==> src/rtl/serial_subtractor_if.sv <==
// Operand/result handshake bundle for the serial subtractor.
// The master side presents operands and consumes results; the slave side is the subtractor.
interface serial_subtractor_if #(
    parameter int WIDTH = 16
);
    logic             in_valid;
    logic             in_ready;
    logic [WIDTH-1:0] a;
    logic [WIDTH-1:0] b;
    logic             bin;
    logic             out_valid;
    logic             out_ready;
    logic [WIDTH-1:0] diff;
    logic             bout;
    logic             ovf;
    logic             zero;

    modport master (
        output in_valid, a, b, bin, out_ready,
        input  in_ready, out_valid, diff, bout, ovf, zero
    );

    modport slave (
        input  in_valid, a, b, bin, out_ready,
        output in_ready, out_valid, diff, bout, ovf, zero
    );
endinterface

==> src/rtl/serial_subtractor.sv <==
// Multi-cycle subtractor: a - b - bin, LSB-first, DIGIT bits per clock through a
// chain of full-subtract cells, with difference, borrow, overflow and zero flags.
module serial_subtractor #(
    parameter int WIDTH = 16,
    parameter int DIGIT = 1
) (
    input  logic                clk,
    input  logic                rst_n,
    serial_subtractor_if.slave  bus
);
    localparam int STEPS = WIDTH / DIGIT;
    localparam int CW    = $clog2(STEPS + 1);

    if (WIDTH < 2 || DIGIT < 1 || DIGIT > WIDTH || (WIDTH % DIGIT) != 0) begin : g_bad_params
        $error("serial_subtractor: need WIDTH >= 2, 1 <= DIGIT <= WIDTH, WIDTH %% DIGIT == 0");
    end

    typedef enum logic [1:0] {IDLE, RUN, DONE} state_t;

    state_t           state_q, state_d;
    logic [WIDTH-1:0] a_q, a_d, b_q, b_d, res_q, res_d, diff_q, diff_d;
    logic [CW-1:0]    cnt_q, cnt_d;
    logic             brw_q, brw_d, amsb_q, amsb_d, bmsb_q, bmsb_d;
    logic             bout_q, bout_d, ovf_q, ovf_d, zero_q, zero_d;

    logic [DIGIT-1:0] dig;
    logic             br_out;
    logic [WIDTH-1:0] res_nxt;
    logic             last;

    // Ripple through DIGIT full-subtract cells starting from the stored borrow.
    always_comb begin
        dig    = '0;
        br_out = brw_q;
        for (int i = 0; i < DIGIT; i++) begin
            dig[i] = a_q[i] ^ b_q[i] ^ br_out;
            br_out = (~a_q[i] & b_q[i]) | (~a_q[i] & br_out) | (b_q[i] & br_out);
        end
    end

    if (DIGIT == WIDTH) begin : g_one_step
        assign res_nxt = dig;
    end else begin : g_multi_step
        assign res_nxt = {dig, res_q[WIDTH-1:DIGIT]};
    end

    assign last = (cnt_q == CW'(STEPS - 1));

    always_comb begin
        state_d = state_q;
        a_d     = a_q;
        b_d     = b_q;
        res_d   = res_q;
        cnt_d   = cnt_q;
        brw_d   = brw_q;
        amsb_d  = amsb_q;
        bmsb_d  = bmsb_q;
        diff_d  = diff_q;
        bout_d  = bout_q;
        ovf_d   = ovf_q;
        zero_d  = zero_q;
        case (state_q)
            IDLE: begin
                if (bus.in_valid) begin
                    a_d     = bus.a;
                    b_d     = bus.b;
                    brw_d   = bus.bin;
                    amsb_d  = bus.a[WIDTH-1];
                    bmsb_d  = bus.b[WIDTH-1];
                    res_d   = '0;
                    cnt_d   = '0;
                    state_d = RUN;
                end
            end
            RUN: begin
                a_d   = a_q >> DIGIT;
                b_d   = b_q >> DIGIT;
                res_d = res_nxt;
                brw_d = br_out;
                cnt_d = cnt_q + CW'(1);
                // Published results only change here, so they stay put while RUN shifts.
                if (last) begin
                    diff_d  = res_nxt;
                    bout_d  = br_out;
                    ovf_d   = (amsb_q != bmsb_q) && (res_nxt[WIDTH-1] != amsb_q);
                    zero_d  = (res_nxt == '0);
                    state_d = DONE;
                end
            end
            DONE: begin
                if (bus.out_ready) state_d = IDLE;
            end
            default: state_d = IDLE;
        endcase
    end

    always_ff @(posedge clk or negedge rst_n) begin
        if (!rst_n) begin
            state_q <= IDLE;
            a_q     <= '0;
            b_q     <= '0;
            res_q   <= '0;
            cnt_q   <= '0;
            brw_q   <= 1'b0;
            amsb_q  <= 1'b0;
            bmsb_q  <= 1'b0;
            diff_q  <= '0;
            bout_q  <= 1'b0;
            ovf_q   <= 1'b0;
            zero_q  <= 1'b0;
        end else begin
            state_q <= state_d;
            a_q     <= a_d;
            b_q     <= b_d;
            res_q   <= res_d;
            cnt_q   <= cnt_d;
            brw_q   <= brw_d;
            amsb_q  <= amsb_d;
            bmsb_q  <= bmsb_d;
            diff_q  <= diff_d;
            bout_q  <= bout_d;
            ovf_q   <= ovf_d;
            zero_q  <= zero_d;
        end
    end

    // in_ready is gated by rst_n so it reads 0 for the whole reset window.
    assign bus.in_ready  = rst_n && (state_q == IDLE);
    assign bus.out_valid = (state_q == DONE);
    assign bus.diff      = diff_q;
    assign bus.bout      = bout_q;
    assign bus.ovf       = ovf_q;
    assign bus.zero      = zero_q;
endmodule

==> src/flat_wrapper.sv <==
// flat-port wrapper written by rule: the top's interface ports become plain ports
module serial_subtractor_flat 
#(
    parameter int WIDTH = 16,
    parameter int DIGIT = 1
)
  (clk, rst_n, bus_in_valid, bus_a, bus_b, bus_bin, bus_out_ready, bus_in_ready, bus_out_valid, bus_diff, bus_bout, bus_ovf, bus_zero);
  serial_subtractor_if #(.WIDTH(WIDTH)) bus_i ();
  input  logic clk;
  input  logic rst_n;
  input wire logic [$bits(bus_i.in_valid)-1:0] bus_in_valid;
  input wire logic [$bits(bus_i.a)-1:0] bus_a;
  input wire logic [$bits(bus_i.b)-1:0] bus_b;
  input wire logic [$bits(bus_i.bin)-1:0] bus_bin;
  input wire logic [$bits(bus_i.out_ready)-1:0] bus_out_ready;
  output wire logic [$bits(bus_i.in_ready)-1:0] bus_in_ready;
  output wire logic [$bits(bus_i.out_valid)-1:0] bus_out_valid;
  output wire logic [$bits(bus_i.diff)-1:0] bus_diff;
  output wire logic [$bits(bus_i.bout)-1:0] bus_bout;
  output wire logic [$bits(bus_i.ovf)-1:0] bus_ovf;
  output wire logic [$bits(bus_i.zero)-1:0] bus_zero;
  assign bus_i.in_valid = bus_in_valid;
  assign bus_i.a = bus_a;
  assign bus_i.b = bus_b;
  assign bus_i.bin = bus_bin;
  assign bus_i.out_ready = bus_out_ready;
  assign bus_in_ready = bus_i.in_ready;
  assign bus_out_valid = bus_i.out_valid;
  assign bus_diff = bus_i.diff;
  assign bus_bout = bus_i.bout;
  assign bus_ovf = bus_i.ovf;
  assign bus_zero = bus_i.zero;
  serial_subtractor #(.WIDTH(WIDTH), .DIGIT(DIGIT)) u_core (.clk(clk), .rst_n(rst_n), .bus(bus_i));
endmodule
==> config.mk <==
export PLATFORM = sky130hd
export DESIGN_NAME = serial_subtractor_flat
export DESIGN_NICKNAME = d
export VERILOG_FILES = /design/src/rtl/serial_subtractor_if.sv /design/src/rtl/serial_subtractor.sv /design/src/flat_wrapper.sv
export SDC_FILE = /design/constraint.sdc
export NUM_CORES = 1
export LEC_CHECK = 0
export BUFFER_PORTS_ARGS = -buffer_cell sky130_fd_sc_hd__buf_2
export CAP_MARGIN = 15
export CORE_MARGIN = 3
export CORE_UTILIZATION = 50
export CTS_BUF_LIST = sky130_fd_sc_hd__clkbuf_4
export DETAILED_ROUTE_END_ITERATION = 10
export GPL_ROUTABILITY_DRIVEN = 0
export PLACE_DENSITY = 0.71
export SLEW_MARGIN = 15
export SYNTH_ARGS = -nofsm -noshare
export SYNTH_HDL_FRONTEND = slang
export SYNTH_SLANG_ARGS = --single-unit
==> constraint.sdc <==
create_clock -name clk -period 5.08 [get_ports clk]
set_clock_uncertainty 0.2 [all_clocks]
set_input_delay 0.254 -clock clk [delete_from_list [all_inputs] [get_ports clk]]
set_output_delay 0.254 -clock clk [all_outputs]
set_load 0.1 [all_outputs]
==> impl_metrics.yaml <==
power_and_ir_drop:
  pwr-share-seq: 0.415
  p_leak_nw: 2.03
  p_clk_frac: 0.162
  pwr-share-comb: 0.423
  max-vdd-ir-drop_mv: 0.418
  p_sw_mw: 1.09
  p_int_mw: 1.39
  switching_share: 0.440
  powerDensity_nw_per_um2: 612
clock_network:
  clk_latency_ns: 0.41
  cts_sinks: 76
  cts_root_buffer: "clkbuf_4"
  cts_tree: "done"
  cts.clk_slew.worst_paths_ns: 0.11
  htreeDepth: 3
  clock_path_buffers: 2
  cts_made_buffers: 9
logic_synthesis:
  yosys.area.top_type: "dfrtp_1"
  async_flop_share: 1.00
  ys_seq_area_frac: 0.579
  ys_warn_count: 0
  synth_seq_cells: 76
  synth_cell_types: 32
  syn_area_per_cell_um2: 10.8
  synthTopCellsByCount: "76 x dfrtp_1, 67 x nand2_1, 39 x nor2_1, 19 x o22ai_2, 17 x nand3_1"
  netlist_area_um2: 3280
  synth.net_count: 343
  synth.area.top_cells: "dfrtp_1 58%, nand2_1 7.7%, o22ai_2 7.2%"
  syn_inst: 303
  synth_ff_type: "dfrtp_1"
  netlist.area_leader.share: 0.579
  synth.most_common_cell: "dfrtp_1"
  synth_edf_count: 0
grt:
  antenna_found_initial: 0
  track_usage: 0.193
  grt_pass1_vias: 2456
  grt_max_degree: 78
  grt_first_pass_wirelength_um: 11300
  grt_overflow: 0
placement:
  place_area_um2: 3540
  hpwl_um: 4020
  dpl.cell_count: 416
  io_buffers: 57
  pre_cts_ws_ns: 2.56
route:
  wl_per_cell_um: 14.1
  vias_per_cell: 5.20
  wl_um: 6590
  first_pass_iters: 4
  drc: 0
  vias: 2429
  ant_nets: 0
  drt_iter0_drc: 173
setup_path:
  crit_chain: "dlygate4sd3_1 -> buf_4 -> nor3b_1 -> buf_2"
  cp_max_fo: 77
  critical_path_required_ns: 4.63
  path_class: "input pin to output port"
  cp-end-kind: "output port"
  crit_arrival_ns: 2.28
  reg2reg_slack_ns: 2.57
  cpPeakStageDelay_ns: 0.69
  crit_slowest_cell: "buf_4"
  start_kind: "input pin"
final_layout:
  design_area_um2: 4050
  layout-drive-gt1-share: 0.281
  final_util: 0.660
  layout.nets: 427
  n_antenna_cell: 0
  stdcell_count: 467
  area_growth_pct: 23.4
die:
  start_util: 0.535
  die_w_um: 87.0
  core-area_um2: 6130
  io_pins: 58
  row_count: 28
  die_area_um2: 7570
  die_h_um: 87.0
sta:
  max_slew_margin: 0.263
  hold_violations: 0
  period_minus_slack_ns: 2.74
  setup_tns_ns: 0
  fin_ws_ns: 2.34
  finalMaxSlewViolations: 0
  tightest_slew_ns: 1.10
  rsz0062_at_grt: "false"
  max_freq_ghz: 0.365
  layout_worst_path_cycle_share: 0.539
  final-setup-viol-count: 0
worst_hold_path:
  hold_path_class: "input pin to flop"
status:
  status: "complete, no violations"
flow_run:
  drv_cap: 0
-- routing by layer --
| metal | track usage | share of wire | vias up |
|---|---|---|---|
| li1 | - | - | 1199 |
| met1 | 0.260 | 0.48 | 1170 |
| met2 | 0.304 | 0.46 | 49 |
| met3 | 0.0388 | 0.042 | 11 |
| met4 | 0.0850 | 0.019 | 0 |
| met5 | 0 | 0 | - |
-- logic make-up (layout without fill, tap and decap cells) --
group                      Yosys count  count (layout)  synth area share
and+or+nand+nor                    139             139             0.181
AOI/OAI and AO/OA                   45              45             0.124
muxes                               17              17            0.0579
DFF                                 76              76             0.579
buffers and inverters               23             112            0.0435
adders and majority gates            3               3            0.0137
-- through the flow --
stage          total power, mW  hold WS, ns
5_1_grt                   2.64        0.200
4_1_cts                   2.50        0.181
3_3_place_gp              2.04        0.246
6_report                  2.48        0.204
2_1_floorplan             1.88       -0.242
3_5_place_dp              2.07        0.251
-- cell type report --
type / instances / area [µm²]
timing repair buffer: 93 / 646
sequential: 76 / 1900
fill: 497 / 2080
inverter: 3 / 11.3
clock inverter: 6 / 78.8
multi-input combinational: 204 / 1240
clock buffer: 10 / 75.1
tap: 75 / 93.8
-- final timing paths --
path	start	to	cells after the start
worst max-delay path	rst_n	bus_in_ready	4
worst min-delay path	bus_in_valid	u_core.b_q[8]	4
worst max register to register	u_core.cnt_q[0]	u_core.bus.diff[6]	5
worst min register to register	u_core.cnt_q[3]	u_core.cnt_q[3]	1
max in group asynchronous	rst_n	u_core.b_q[9]	2
min in group asynchronous	rst_n	u_core.b_q[3]	2
-- sequential cells by signal (all words and copies together), names as in the netlist, 2 cells and up --
signal,cells
u_core.res_q,15
u_core.b_q,16
u_core.state_q,2
u_core.bus.diff,16
u_core.cnt_q,5
u_core.a_q,16
-- placed cells by master, fill, tap and decap left out, types with 2 or more instances in the layout --
| master | count |
|---|---|
| nor3b_1 | 3 |
| o21ai_1 | 2 |
| o21ai_0 | 7 |
| clkinv_1 | 3 |
| dlygate4sd3_1 | 35 |
| inv_1 | 3 |
| a22oi_1 | 11 |
| bufinv_16 | 2 |
| mux2_2 | 16 |
| buf_2 | 56 |
| nor2_1 | 39 |
| o22ai_2 | 19 |
| ha_1 | 2 |
| nand3_1 | 17 |
| a21oi_1 | 2 |
| nor4_1 | 3 |
| dfrtp_1 | 76 |
| nand2_1 | 67 |
| clkbuf_4 | 10 |
| nand4_1 | 2 |
| buf_4 | 2 |
-- power by group through the flow --
stage	combinational (mW)	sequential (mW)	clock (mW)
6_report	1.05	1.03	0.400
5_1_grt	1.15	1.06	0.432
4_1_cts	1.06	1.03	0.411
3_5_place_dp	1.04	1.04	0
3_3_place_gp	1.01	1.03	0
2_1_floorplan	0.533	1.35	0
-- critical path: cells and delay by family --
| kind | cells | cell delay, ns |
|---|---|---|
| buffers and inverters | 3 | 1.68 |
| and+or+nand+nor | 1 | 0.28 |
-- what timing repair did --
action                    CTS  global route
hold buffers               35             0
buffers inserted            0             0
resized for setup           0             0
hold endpoints to repair  112             0
No activity file was read; power rests on OpenSTA's default activity.
